==> src/rtl/lane_word_tx.sv <==
// Lane transmitter: serializes one WORD_W-bit word MSB-first onto a LANE_W-bit lane,
// optionally followed by one XOR-fold parity beat, with sof/eof framing and backpressure.
module lane_word_tx #(
  parameter int WORD_W    = 24,
  parameter int LANE_W    = 2,
  parameter int PARITY_EN = 1
) (
  input  logic              clk,
  input  logic              rst,
  input  logic              in_valid,
  output logic              in_ready,
  input  logic [WORD_W-1:0] in_data,
  output logic              lane_valid,
  input  logic              lane_ready,
  output logic [LANE_W-1:0] lane_data,
  output logic              lane_sof,
  output logic              lane_eof
);

  localparam int NBEATS = WORD_W / LANE_W;
  localparam int CNT_W  = $clog2(NBEATS + 1);
  localparam logic [CNT_W-1:0] LAST = CNT_W'(NBEATS - 1);
  localparam bit PAR_ON    = (PARITY_EN != 0);
  // A single-beat frame without parity is both first and last beat.
  localparam bit EOF_FIRST = !PAR_ON && (NBEATS == 1);

  if (LANE_W < 1) begin : g_bad_lane
    $error("lane_word_tx: LANE_W must be >= 1");
  end
  if (WORD_W % LANE_W != 0) begin : g_bad_word
    $error("lane_word_tx: WORD_W must be a multiple of LANE_W");
  end

  typedef enum logic [1:0] {IDLE, DATA, PAR} state_t;

  state_t              state;
  logic [WORD_W-1:0]   shift;
  logic [CNT_W-1:0]    count;
  logic [LANE_W-1:0]   parity;

  logic [WORD_W-1:0]   shift_nxt;
  logic [LANE_W-1:0]   par_nxt;
  logic [CNT_W-1:0]    cnt_nxt;

  always_comb begin
    shift_nxt = shift << LANE_W;
    par_nxt   = parity ^ lane_data;
    cnt_nxt   = count + 1'b1;
  end

  // Outputs are registered: each transition precomputes the beat shown next cycle.
  always_ff @(posedge clk) begin
    if (rst) begin
      state      <= IDLE;
      shift      <= '0;
      count      <= '0;
      parity     <= '0;
      in_ready   <= 1'b1;
      lane_valid <= 1'b0;
      lane_data  <= '0;
      lane_sof   <= 1'b0;
      lane_eof   <= 1'b0;
    end else begin
      case (state)
        IDLE: begin
          if (in_valid && in_ready) begin
            state      <= DATA;
            shift      <= in_data;
            count      <= '0;
            parity     <= '0;
            in_ready   <= 1'b0;
            lane_valid <= 1'b1;
            lane_data  <= in_data[WORD_W-1 -: LANE_W];
            lane_sof   <= 1'b1;
            lane_eof   <= EOF_FIRST;
          end
        end
        DATA: begin
          if (lane_valid && lane_ready) begin
            shift  <= shift_nxt;
            parity <= par_nxt;
            count  <= cnt_nxt;
            if (count == LAST) begin
              if (PAR_ON) begin
                state     <= PAR;
                lane_data <= par_nxt;
                lane_sof  <= 1'b0;
                lane_eof  <= 1'b1;
              end else begin
                state      <= IDLE;
                in_ready   <= 1'b1;
                lane_valid <= 1'b0;
                lane_data  <= '0;
                lane_sof   <= 1'b0;
                lane_eof   <= 1'b0;
              end
            end else begin
              lane_data <= shift_nxt[WORD_W-1 -: LANE_W];
              lane_sof  <= 1'b0;
              lane_eof  <= !PAR_ON && (cnt_nxt == LAST);
            end
          end
        end
        PAR: begin
          if (lane_valid && lane_ready) begin
            state      <= IDLE;
            in_ready   <= 1'b1;
            lane_valid <= 1'b0;
            lane_data  <= '0;
            lane_sof   <= 1'b0;
            lane_eof   <= 1'b0;
          end
        end
        default: state <= IDLE;
      endcase
    end
  end

endmodule

==> config.mk <==
export PLATFORM = sky130hd
export DESIGN_NAME = lane_word_tx
export DESIGN_NICKNAME = d
export VERILOG_FILES = /design/src/rtl/lane_word_tx.sv
export SDC_FILE = /design/constraint.sdc
export NUM_CORES = 1
export LEC_CHECK = 0
export ABC_AREA = 1
export CELL_PAD_IN_SITES_DETAIL_PLACEMENT = 2
export CELL_PAD_IN_SITES_GLOBAL_PLACEMENT = 2
export CORE_MARGIN = 5
export CORE_UTILIZATION = 31
export CTS_CLUSTER_SIZE = 40
export DETAILED_ROUTE_END_ITERATION = 7
export MAX_ROUTING_LAYER = met4
export PLACE_DENSITY = 0.9
export SKIP_LAST_GASP = 1
export SYNTH_ARGS = -nofsm -noshare
export SYNTH_HDL_FRONTEND = slang
export SYNTH_SLANG_ARGS = --single-unit
==> constraint.sdc <==
create_clock -name clk -period 4.55 [get_ports clk]
set_input_delay 0.91 -clock clk [delete_from_list [all_inputs] [get_ports clk]]
set_output_delay 0.91 -clock clk [all_outputs]
set_load 0.01 [all_outputs]
==> out/qor.yml, run 1 <==
maxSlewViolCount: 0
synth-edff-count: 0
postCtsHoldBufs: 0
clk_latency_ns: 0.30
min_period_ns: 2.665
rsz0062_at_grt: "no"
cts_inserted_buffers: 5
yosysUniqueCellTypes: 23
start_util: 0.3203
synthXorXnorAreaFrac: 0.008563
cts_root_buf: "clkbuf_8"
ys_top_cells_by_area: "dfxtp_1 35%, nand2_1 23%, a21oi_2 8.6%"
cp_top_family: "simple AND/OR/NAND/NOR gates"
overflow: 0
syn_nets: 336
postPlaceCellArea_um2: 2396
n_fill_cell: 780
arrival_ns: 2.84
power_mw: 1.531
dp_cells: 398
synth_top_family_by_area: "simple AND/OR/NAND/NOR gates"
async_flop_share: 0
cellLeakagePower_nw: 1.091
grt_pass1_wl_um: 10240
cp.required_ns: 4.72
synthMostInstantiatedCell: "nand2_1"
drtPass1Iterations: 4
nets: 364
seqCellArea_um2: 720.7
yosysWarningCount: 0
synth-seq-area-share: 0.3523
synth_compound_area_frac: 0.1260
worstSetupStartpointType: "primary input"
die-area_um2: 8324
synth_flop_cell: "dfxtp_1"
postLayoutCellArea_um2: 2484
rows: 29
multi_input_area_um2: 1151
ir_drop_mv: 0.2405
synth_top_cell_by_area: "dfxtp_1"
syn-cell-area_um2: 2046
synthAdderAreaFrac: 0.04893
vias: 1923
diodes: 0
max_freq_ghz: 0.3752
synth_seq_cells: 36
cts-htree-levels: 2
hold_depth: 2
cp_max_fo: 31
die_h_um: 91.24
reg2reg_slack_ns: 2.11
max_cap_viol_count: 0
setup_viol: 0
cts_setup_buffers: 0
worstMarginPinSlew_ns: 1.080
critPathSlowestCell: "o21ai_1"
cts_tree: "done"
reg2reg_depth: 7
core_area_um2: 6386
reg2reg_to: "shift[7]"
syn_area_per_cell_um2: 6.819
holdPathEnd: "shift[8]"
drt_iter0_drc: 59
finalWorstSetupSlack_ns: 1.885
die_w_um: 91.24
grt_antenna_before_repair: 0
path_cells: "clkdlybuf4s50_1 -> nand2_1 -> nand2_2 -> nand3_2 -> o21ai_1 -> nor2_1"
status: "complete, no violations"
io_buffers: 33
power.density_nw_per_um2: 616.3
cp_num_buf_inv: 1
cpPeakStageDelay_ns: 0.60
worstHoldStart: "shift[8]"
clock-sinks: 36
wl_um: 5978
cp-end-kind: "register"
dpl.hpwl_um: 4025
grt_start_max_net_pins: 32
grtUsageTotal: 0.1552
netlist_instances: 300
muxShareOfSynthArea: 0
final_hold_viol_count: 0
drive_gt1_frac: 0.1793
final.period_utilization: 0.5858
rr_startpoint: "state[1]"
synthTopCellsByCount: "124 x nand2_1, 36 x dfxtp_1, 24 x nand2_2, 24 x nor2_1, 21 x inv_1"
relSlewSlack: 0.2803
viasPerCell: 4.736
grt_pass1_vias: 2130
fin_worst_skew_ns: 0.006502
wl_per_cell_um: 14.72
drc: 0
setup-tns-final_ns: 0
clockBufferDepth: 2
detailedPlace.worstSlack_ns: 1.576
synth_top_area_share: 0.3523
io_pins: 34
routabilityCongestion: 0.7601
clk_pin_slew_worst_paths_ns: 0.08
antenna_left: 0
syn_to_final_growth_pct: 21.41
final_cell_count_no_fill: 406
path_class: "in -> reg"
cts-resized-gates: 0
synth-simple-area-share: 0.3792
hp-class: "reg -> reg"
## stage by stage
step / hold slack (ns) / utilization
floorplan: 0.4450 / -
global placement: 0.4597 / 0.3752
detailed placement: 0.4631 / 0.3752
CTS: 0.4745 / 0.3889
global route: 0.5058 / 0.3889
finish: 0.4733 / 0.3889
## final cells by class
cell class | instances | area share
flip-flops and latches | 36 | 0.2902
multi-input cells | 227 | 0.4635
clock inverters | 3 | 0.007557
clock buffers | 5 | 0.02771
repair buffers | 34 | 0.1360
inverters | 24 | 0.03627
well taps | 77 | 0.03879
## sequential cells by signal, indices dropped and copies added, names as in the netlist
| register | flops |
|---|---|
| lane_sof | 1 |
| shift | 22 |
| in_ready | 1 |
| state | 2 |
| lane_data | 2 |
| parity | 2 |
| lane_valid | 1 |
| lane_eof | 1 |
| count | 4 |
## layout by cell type (no fill, tap or decap), types with 4 or more instances in the layout
cell type / n
nand2_1: 124
o21ai_1: 4
a21oi_1: 7
nand3_1: 4
clkbuf_8: 5
dfxtp_1: 36
a21oi_2: 20
nor2_1: 24
clkdlybuf4s50_1: 33
nand2_2: 24
ha_1: 8
o21ai_0: 4
inv_1: 21
## how the worst max path moves through the flow
stage	slack, ns	start	end	depth (start not counted)
after detailed placement	1.58	in_valid	count[0]	6
final	1.88	in_valid	count[1]	6
after global routing	1.71	in_valid	count[1]	6
after floorplan	2.86	rst	count[2]	3
after global placement	1.65	in_valid	parity[1]	6
after CTS	1.83	in_valid	count[1]	6
## per-layer routing
| metal | share of wire | global-route usage | wire length, um |
|---|---|---|---|
| met2 | 0.53 | 0.2879 | 3181 |
| met4 | 0.014 | 0.04401 | 81 |
| met5 | 0 | - | 0 |
| met3 | 0.029 | 0.02893 | 171 |
| met1 | 0.43 | 0.1667 | 2543 |
## tightest hold or removal path, cell delays in order (launching register included)
cell and delay, ns:
dfxtp_1 0.32, nand2_1 0.06, a21oi_1 0.06
## where the power goes
group | internal (mW) | total [mW] | leakage (nW) | switching, mW
clock | 0.107 | 0.234 | 0.0479 | 0.127
combinational | 0.269 | 0.792 | 0.748 | 0.523
sequential | 0.431 | 0.505 | 0.295 | 0.0740
total | 0.807 | 1.53 | 1.09 | 0.724
## cells by family (layout without fill, tap and decap cells)
| family | Yosys count | after routing |
|---|---|---|
| buffers and inverters | 37 | 66 |
| AOI/OAI and AO/OA | 36 | 36 |
| xor gates and xnor gates | 2 | 2 |
| DFF | 36 | 36 |
| and+or+nand+nor | 181 | 181 |
| adders and majority gates | 8 | 8 |
No activity file was read; power rests on OpenSTA's default activity.
==> run 2, diff against run 1 <==
Settings changed: CORE_UTILIZATION 31 to 29, PLACE_DENSITY 0.9 to 0.85.
Clock period 4.55 ns to 2.65 ns, I/O delays scaled along.
==> run 2 against run 1 <==
Compared with the run above:
- count of clock-buffer cells in the layout up 2
- clock skew about the same
- largest cell class unchanged
- highest routed layer unchanged
- clock power up 80%
==> out/qor.yml, run 2 (synthesis gave the netlist of run 1 again) <==
final.period_utilization: 0.7065
clk_latency_ns: 0.29
io_buffers: 33
viasPerCell: 4.502
routabilityCongestion: 0.8170
overflow: 0
max_freq_ghz: 0.5342
critPathSlowestCell: "dfxtp_1"
mostFrequentLayoutCells: "124 x nand2_1, 36 x dfxtp_1, 33 x clkdlybuf4s50_1"
cts_root_buf: "clkbuf_8"
nets: 367
maxSlewViolCount: 0
cp_max_fo: 24
drtPass1Iterations: 4
postPlaceCellArea_um2: 2442
clk_pin_slew_worst_paths_ns: 0.07
met1_length_um: 2474
cts_inserted_buffers: 5
finalWorstSetupSlack_ns: 0.7779
postLayoutCellArea_um2: 2536
final_hold_viol_count: 0
drt_iter0_drc: 60
core_area_um2: 6832
grtUsageTotal: 0.1462
cpPeakStageDelay_ns: 0.42
n_fill_cell: 843
path_class: "reg -> reg"
ir_drop_mv: 0.3072
relSlewSlack: 0.6793
die-area_um2: 8834
hp-class: "reg -> reg"
grt_start_max_net_pins: 25
start_util: 0.2995
reg_top3: "shift (22), count (4)"
rows: 30
wl_met3_um: 149
io_pins: 34
drive_gt1_frac: 0.1837
power.density_nw_per_um2: 1049
syn_to_final_growth_pct: 23.98
vias: 1927
setup_viol: 0
layout_commonest_cell: "nand2_1"
cp.required_ns: 2.82
min_period_ns: 1.872
rsz0062_at_grt: "no"
setup-tns-final_ns: 0
die_w_um: 93.99
arrival_ns: 2.04
wl_per_cell_um: 13.11
diodes: 0
grt_antenna_before_repair: 0
fin_worst_skew_ns: 0.006806
worstSetupStartpointType: "register"
largest_reg_flops: 22
max_cap_viol_count: 0
top_register: "shift"
wl_um: 5610
grt_pass1_wl_um: 9956
cp_num_buf_inv: 2
clock-sinks: 36
dr_wl_met2_um: 2900
cellLeakagePower_nw: 1.102
die_h_um: 93.99
path_cells: "inv_1 -> ha_1 -> nand2_2 -> inv_2 -> nor2_8 -> nand3_1 -> nand2_1 -> nor2_1"
clockBufferDepth: 2
cts_tree: "done"
cts_setup_buffers: 0
cts-htree-levels: 2
grt_pass1_vias: 2100
postCtsHoldBufs: 0
drc: 0
dpl.hpwl_um: 4177
status: "complete, no violations"
detailedPlace.worstSlack_ns: 0.5163
cp_top_family: "simple AND/OR/NAND/NOR gates"
worstMarginPinSlew_ns: 0.4810
antenna_left: 0
cp-end-kind: "register"
highest_layer: "met4"
cts-resized-gates: 0
## run 2: cell types whose count changed in the layout (fill, tap and decap cells not counted), sizes merged
cell / previous run / this run
buf: 1 / 4
clkbuf: 5 / 7
clkinv: 3 / 0
clkinvlp: 0 / 1
## run 2: final cells by class
type / instances / area, um2 / area share
Clock buffer: 7 / 86.33 / 0.03404
Clock inverter: 1 / 7.507 / 0.002960
Inverter: 24 / 90.09 / 0.03552
Multi-Input combinational cell: 227 / 1151 / 0.4539
Sequential cell: 36 / 720.7 / 0.2842
Tap cell: 96 / 120.1 / 0.04736
Timing Repair Buffer: 37 / 360.3 / 0.1421
## run 2: final timing paths
path,start,cells past startpoint,end,slack (ns)
worst max-delay path,state[0],8,count[3],0.78
worst min-delay path,shift[3],2,shift[3],0.48
worst max register to register,state[0],8,count[3],0.78
worst min register to register,shift[3],2,shift[3],0.48
## run 2: power breakdown
| part | switching, mW | internal [mW] | leakage (nW) |
|---|---|---|---|
| clock | 0.209 | 0.212 | 0.0445 |
| sequential | 0.125 | 0.740 | 0.295 |
| combinational | 0.882 | 0.492 | 0.762 |
## run 2: per-layer routing
layer,up-vias,track usage
met3,7,0.02244
met1,919,0.1725
met2,25,0.2507
met4,0,0.05415
li1,976,-
met5,-,-
## run 2: tightest hold or removal path: stages (launching register included)
cell and delay [ns]:
dfxtp_1 0.31, nand2_1 0.08, a21oi_2 0.05
## run 2: stage by stage
step                hold slack [ns]    util  instances  total power, mW
floorplan                    0.4450       -        300            1.931
global placement             0.4564  0.3575        420            2.197
detailed placement           0.4709  0.3575        420            2.277
CTS                          0.4857  0.3712        428            2.726
global route                 0.4966  0.3712        428            2.929
finish                       0.4810  0.3712        428            2.661
